**config.mk**
```make
export PLATFORM = sky130hd
export DESIGN_NAME = pc
export DESIGN_NICKNAME = d
export VERILOG_FILES = /design/src/rtl/pc.sv
export SDC_FILE = /design/constraint.sdc
export NUM_CORES = 1
export LEC_CHECK = 0
export CAP_MARGIN = 20
export CORE_MARGIN = 2
export CORE_UTILIZATION = 23
export CTS_CLUSTER_SIZE = 16
export DETAILED_ROUTE_END_ITERATION = 12
export HOLD_SLACK_MARGIN = 0.05
export PLACE_DENSITY_LB_ADDON = 0.08
export REMOVE_ABC_BUFFERS = 1
export SYNTH_ARGS = -nofsm -noshare
export SYNTH_HDL_FRONTEND = slang
export SYNTH_SLANG_ARGS = --single-unit
export TNS_END_PERCENT = 5
```
**constraint.sdc**
```tcl
create_clock -name clk -period 0.8 [get_ports clk]
set_input_delay 0.08 -clock clk [delete_from_list [all_inputs] [get_ports clk]]
set_output_delay 0.08 -clock clk [all_outputs]
set_load 0.05 [all_outputs]
```
**src/rtl/pc.sv**
```systemverilog
`default_nettype none
// ============================================================================
// Module      : pc
// Description : Program-counter register. Din is loaded into Qout on every
//               rising clk edge; there is no enable, so holding the PC means
//               feeding Qout back on Din externally. Resetn is asynchronous
//               and active-low, and forces Qout to RESET_VALUE at once.
//
// Parameters  : WIDTH       - register / data port width (>= 2)
//               RESET_VALUE - value held on Qout while Resetn is low
//
// Ports       : clk        in   clock, rising-edge active
//               Resetn     in   asynchronous active-low reset
//               Din        in   [WIDTH-1:0] next program-counter value
//               Qout       out  [WIDTH-1:0] current program-counter value
//               Misaligned out  registered flag, Din[1:0] != 0 at last load
//                               (only when PC_ALIGN_CHECK_EN is defined)
//
// Build option: define PC_ALIGN_CHECK_EN to add the word-alignment flag.
//
// Revision    : 1.0 - initial release
// ============================================================================

module pc #(
  parameter int               WIDTH       = 32,
  parameter logic [WIDTH-1:0] RESET_VALUE = '0
) (
  input  logic             clk,
  input  logic             Resetn,
  input  logic [WIDTH-1:0] Din,
`ifdef PC_ALIGN_CHECK_EN
  output logic             Misaligned,
`endif
  output logic [WIDTH-1:0] Qout
);

  // Qout is the flop output itself, so there is no path from Din to Qout
  // other than through the clock edge.
  always_ff @(posedge clk or negedge Resetn) begin
    if (!Resetn) begin
      Qout <= RESET_VALUE;
    end else begin
      Qout <= Din;
    end
  end

`ifdef PC_ALIGN_CHECK_EN
  // Flags the value being loaded rather than the old Qout, so the flag
  // always describes the PC currently on Qout. Qout itself is not altered.
  always_ff @(posedge clk or negedge Resetn) begin
    if (!Resetn) begin
      Misaligned <= 1'b0;
    end else begin
      Misaligned <= |Din[1:0];
    end
  end
`endif

endmodule

`default_nettype wire

```
==> metrics.md, run 1 <==
| Metric | Value |
|---|---|
| FP Rows | 21 |
| Lkg Pwr | ~0.84 nW |
| Required @ worst endpoint | just over 0.7 ns |
| Synth Warn # | 0 |
| Slew headroom | 88.5% |
| Top-area cell type share of the netlist area | 100% |
| Setup total negative slack | -5.03 ns |
| Critical path class | reg2out |
| Switching share of power | between 20% and 30% |
| Post-Route WL | 1840 microns |
| Crit path launch type | register |
| Die ar. | ~4000 sq um |
| Top Metal Used | met4 |
| Vias | between 500 and 600 |
| Final Cycle Share | 122% |
| Vias in the first global route | roughly 580 |
| Hold_buf cts | 0 |
| Final setup vio count | 32 |
| Vias/cell | about 3.6 |
| Hold Slack | 0.118 ns |
| Main area contributors after synthesis | dfrtp_1 |
| Total clock buffers created by CTS | 5 |
| First-pass GRT wire length | 3030 microns |
| Critical Path Fanout Max | 1 |
| Combinational share of power | 24.0% |
| P_int | roughly 2.6 mW |
| Initial Utilization | between 20% and 30% |
| Pin count of the biggest net entering global routing | 33 |
| Clk pwr share | between 20% and 30% |
| Unrepaired setup endpoints after global routing | yes |
| Syn Inst Count | 32 |
| Avg Cell Area, Syn | 25.0 sq um |
| Yosys top cell by area | dfrtp_1 |
| Area grow syn2layout | 138% |
| Routed wire length per instance | ~12 microns |
| Maxcap violations | 0 |
| Failing checks | setup timing |
| Yosys reg bits | 32 |
| Total Nets Final | between 100 and 150 |
| Share of cells above drive strength 1 | a little under two fifths |
| Core ar. | between 3000 and 4000 sq um |
| Total track usage | a little over a tenth |
| Sw Pwr | about 0.94 mW |
| DRT Pass-1 Iters | 2 |
| Remaining antenna violation count | 0 |
| # resized after CTS | 0 |
| Final Max Slew Viols | 0 |
| CTS tree | built |
| WL met2 | around 870 microns |
| Final WS setup | -0.173 ns |
| Largest regs | Qout (32) |
| Crit path DAT | 0.89 ns |
| Fmax | 1030 MHz |
| CP peak stage delay | 0.42 ns |
| Reg clk slew, reported paths | approximately 0.090 ns |
| Worst Path Buf+Inv | 1 |
| Crit path max-delay family | flip-flops |
| Routed wl met3 | 205 microns |
| Hold Violations, Final | 0 |
| Seq/Total Area, Yosys | between 90% and 100% |
| Critical path, cell by cell | buf_12 |
| Share of power burned in registers | 50.0% |
| Worst-Margin Slew | 0.172 ns |
| IO Count | 66 |
| Post-layout util | 57.2% |
| Max Root-Sink Buffers | 2 |
| Multi-In Gates | 0 |
| Maximum VDD drop | 1010 uV |
| H-tree levels | 2 |
| Mapped cell area | 801 sq um |
| Most frequent cells in the layout | clkdlybuf4s50_1, buf_12, dfrtp_1, clkbuf_4, clkbuf_1 |
| Antenna diode instance count | 0 |
| # DRC | 0 |
| Most flops, register | Qout |
| Area of the multi-input gates | 0 sq um |
| Min cycle time layout | 0.973 ns |
| Clk root buf | clkbuf_4 |
| Port Buffers | 65 |
| Drt first-iter violations | 7 |
| Max reg flops | 32 |
| Chip height | approximately 63 microns |
| GRT overflow | 0 |
| Metal1 wirelength | about 700 microns |
| Post-CTS setup buffers | 0 |
| Die X | 63.0 microns |
| Tightest Hold Check Type | in2async |
| Critical path's slowest cell | dfrtp_1 |
| Critical Path End Type | output port |
| Initial antenna violation count | 0 |
| Total power divided by cell area | roughly 1900 nW/um^2 |
| Status | finished with violations |
| Clock sinks | 32 |
| Placer congestion estimate | 0.600 |
| Post-synthesis cell type count | 1 |
| DP HPWL | 1460 microns |
## routing by layer
layer / track usage (%) / vias to the layer above
met5: 0 / -
met4: 9.17 / 0
met3: 5.05 / 7
met2: 14.2 / 41
met1: 13.3 / 259
li1: - / 243
## cell families (layout without fill, tap and decap cells)
group                  after synthesis  after routing  share of synthesized area (%)
buffers and inverters                0             74                              0
DFF                                 32             32                            100
## power groups by stage
stage	registers, mW	logic, mW	clock network (mW)
global route	1.78	0.875	1.06
global placement	1.80	0.852	0
CTS	1.77	0.859	0.984
floorplan	2.05	0	0
detailed placement	1.80	0.857	0
finish	1.77	0.847	0.922
## worst paths after layout
check | from | endpoint | slack (ns) | depth (start not counted)
max | Qout[2]$_DFF_PN0_ | Qout[2] | -0.17 | 1
min | Resetn | Qout[12]$_DFF_PN0_ | 0.12 | 2
max in group asynchronous | Resetn | Qout[5]$_DFF_PN0_ | 0.51 | 2
min in group clk | Din[4] | Qout[4]$_DFF_PN0_ | 0.19 | 1
## layout make-up
type	count	area, sq um
fillers	273	1430
flip-flops and latches	32	801
repair buffers	66	991
well taps	46	57.6
clock buffers	8	58.8
## per-stage QoR
stage	cell area (sq um)	power, mW	instances	setup WS (ns)
after floorplan	801	2.05	32	0.134
after detailed placement	1850	2.66	144	0.158
after global placement	1850	2.65	144	0.164
after CTS	1910	3.61	152	-0.199
final	1910	3.53	152	-0.173
after global routing	1910	3.71	152	-0.223
## cells in the mapped netlist (all sizes together)
library cell	number
dfrtp	32
Power figures use the tool's default switching activity.
==> run 2: changes to the inputs <==
--- a/config.mk
+++ b/config.mk
@@ -10,9 +10,11 @@
 export CORE_UTILIZATION = 23
 export CTS_CLUSTER_SIZE = 16
 export DETAILED_ROUTE_END_ITERATION = 12
+export DONT_BUFFER_PORTS = 1
 export HOLD_SLACK_MARGIN = 0.05
 export PLACE_DENSITY_LB_ADDON = 0.08
 export REMOVE_ABC_BUFFERS = 1
+export SLEW_MARGIN = 40
 export SYNTH_ARGS = -nofsm -noshare
 export SYNTH_HDL_FRONTEND = slang
 export SYNTH_SLANG_ARGS = --single-unit
==> run 2 against run 1 <==
Compared with the run above:
- largest cell class unchanged
- combinational power fell by 3.1%
- clock power rose by 45%
- highest routed layer unchanged
- critical path depth unchanged
- die area did not move
- wire length is 11% higher
- the run still ends with setup timing left
- sequential power about the same
- core utilization is 1.1 points higher
- non-clock buffer count is the same
- first-iteration DRC count rose by 71%
- sequential share of layout area shrank 0.78 points
- critical path type unchanged
- hold slack gained 0.085 ns
- design area increased by 1.9%
==> metrics.md, run 2 (same netlist as run 1, synthesis figures left out) <==
| Metric | Value |
|---|---|
| Initial antenna violation count | 0 (unchanged) |
| Most flops, register | Qout |
| Final Max Slew Viols | 0 (unchanged) |
| Final WS setup | -0.178 ns (-0.00439 ns) |
| Drt first-iter violations | 12 (+5) |
| GRT overflow | 0 (unchanged) |
| Post-Route WL | 2050 microns (+11%) |
| Initial Utilization | 24.0% (unchanged) |
| Status | finished with violations |
| Total track usage | 11.9% (+1.0 points) |
| Pin count of the biggest net entering global routing | 33 (unchanged) |
| Core ar. | 3340 sq um (unchanged) |
| Slew headroom | 88.7% (+0.17 points) |
| Post-layout util | 58.3% (+1.1 points) |
| Tightest Hold Check Type | in2async |
| Final setup vio count | 32 (unchanged) |
| Vias/cell | 3.68 (+1.6%) |
| Critical Path Fanout Max | 1 (unchanged) |
| FP Rows | 21 (unchanged) |
| Vias | 559 (+1.6%) |
| H-tree levels | 2 (unchanged) |
| Setup total negative slack | -5.08 ns (-0.0487 ns) |
| Total Nets Final | 139 (unchanged) |
| First-pass GRT wire length | 3390 microns (+12%) |
| Routed wire length per instance | 13.5 microns (+11%) |
| Failing checks | setup timing |
| Crit path launch type | register |
| Final Cycle Share | 122% (+0.55 points) |
| Most frequent cells in the layout | dlygate4sd3_1, buf_12, dfrtp_1, clkbuf_4, clkbuf_8 |
| Largest regs | Qout (32) |
| Hold Violations, Final | 0 (unchanged) |
| Required @ worst endpoint | 0.72 ns (about the same) |
| Multi-In Gates | 0 (unchanged) |
| CTS tree | built |
| Worst Path Buf+Inv | 1 (unchanged) |
| CP endpoint | Qout[22] |
| Total clock buffers created by CTS | 5 (unchanged) |
| Critical path class | reg2out |
| Area grow syn2layout | 143% |
| Port Buffers | 0 (-100%) |
| Total power divided by cell area | 2020 nW/um^2 (+9.1%) |
| CP peak stage delay | 0.42 ns (about the same) |
| Critical path, cell by cell | buf_12 |
| Vias in the first global route | 634 (+9.5%) |
| Share of cells above drive strength 1 | 38.7% (+1.9 points) |
| Antenna diode instance count | 0 (unchanged) |
| Min cycle time layout | 0.978 ns (+0.00439 ns) |
| Die ar. | 3970 sq um (unchanged) |
| Critical path's slowest cell | dfrtp_1 |
| Max Root-Sink Buffers | 2 (unchanged) |
| Area of the multi-input gates | 0 sq um (unchanged) |
| Crit path max-delay family | flip-flops |
| Max reg flops | 32 (unchanged) |
| Unrepaired setup endpoints after global routing | yes |
| Post-CTS setup buffers | 0 (unchanged) |
| Fmax | 1020 MHz (-0.45%) |
| Critical Path Start | Qout[22]$_DFF_PN0_ |
| Maxcap violations | 0 (unchanged) |
| Worst-Margin Slew | 0.170 ns (-0.00257 ns) |
| Clk root buf | clkbuf_4 |
| WP depth | 1 (unchanged) |
| Maximum VDD drop | 1430 uV (+41%) |
| Placer congestion estimate | 0.616 (+2.7%) |
| Hold Slack | 0.203 ns (+0.0852 ns) |
| Die X | 63.0 microns (unchanged) |
| Critical Path End Type | output port |
| Clock sinks | 32 (unchanged) |
| Chip height | 63.0 microns (unchanged) |
| IO Count | 66 (unchanged) |
| Dpl ws | 0.174 ns (+0.0159 ns) |
| Crit path DAT | 0.90 ns (about the same) |
| Pwr Total | 3.93 mW (+11%) |
| # DRC | 0 (unchanged) |
| Lkg Pwr | 0.872 nW (+3.3%) |
| DRT Pass-1 Iters | 2 (unchanged) |
| Remaining antenna violation count | 0 (unchanged) |
| Reg clk slew, reported paths | 0.10 ns (about the same) |
## run 2: cell count changes in the layout (fill, tap and decap cells not counted), sizes merged
cell,delta
bufinv,+1
dlygate4sd3,+33
clkdlybuf4s50,-33
clkbuf,-1
## run 2: worst min path at each step
| stage | startpoint | end | slack (ns) | depth (start not counted) |
|---|---|---|---|---|
| after floorplan | Resetn | Qout[0]$_DFF_PN0_ | -0.22 | 0 |
| after global placement | Resetn | Qout[26]$_DFF_PN0_ | -0.21 | 0 |
| after detailed placement | Resetn | Qout[7]$_DFF_PN0_ | -0.21 | 0 |
| after CTS | Resetn | Qout[28]$_DFF_PN0_ | -0.58 | 0 |
| after global routing | Resetn | Qout[25]$_DFF_PN0_ | 0.20 | 2 |
| final | Resetn | Qout[16]$_DFF_PN0_ | 0.20 | 2 |
## run 2: layout make-up
| type | count | area [sq um] |
|---|---|---|
| fill | 259 | 1390 |
| timing repair buffer | 66 | 991 |
| sequential | 32 | 801 |
| clock buffer | 7 | 65.1 |
| tap | 46 | 57.6 |
| clock inverter | 1 | 30.0 |
## run 2: where the power goes
part / switching, mW / internal [mW] / leakage, nW
sequential: 0.0702 / 1.70 / 0.373
clock: 0.510 / 0.830 / 0.0515
combinational: 0.392 / 0.429 / 0.448
## run 2: stage by stage
stage / cells / instance area [sq um]
floorplan: 32 / 801
global placement: 110 / 1500
detailed placement: 110 / 1500
CTS: 150 / 1910
global route: 152 / 1940
finish: 152 / 1940
## run 2: metal layers
| layer | wire, microns | global-route usage, % | part of all wire [%] | vias to the layer above |
|---|---|---|---|---|
| met5 | 0 | 0 | 0 | - |
| met4 | 14 | 6.67 | 0.68 | 0 |
| met3 | 249 | 6.85 | 12 | 3 |
| met2 | 1170 | 18.6 | 57 | 40 |
| met1 | 623 | 12.4 | 30 | 274 |
| li1 | - | - | - | 242 |
## run 2: what timing repair did
item | in CTS | in global routing
setup endpoints to repair | 32 | 32
hold buffers | 32 | 2
gates resized for setup | 0 | 0
hold endpoints to repair | 64 | 32
==> run 3: changes to the inputs <==
--- a/config.mk
+++ b/config.mk
@@ -5,7 +5,6 @@
 export SDC_FILE = /design/constraint.sdc
 export NUM_CORES = 1
 export LEC_CHECK = 0
-export CAP_MARGIN = 20
 export CORE_MARGIN = 2
 export CORE_UTILIZATION = 23
 export CTS_CLUSTER_SIZE = 16
==> results of run 3 <==
The final DEF is identical to that of run 2; final timing and power are the same.
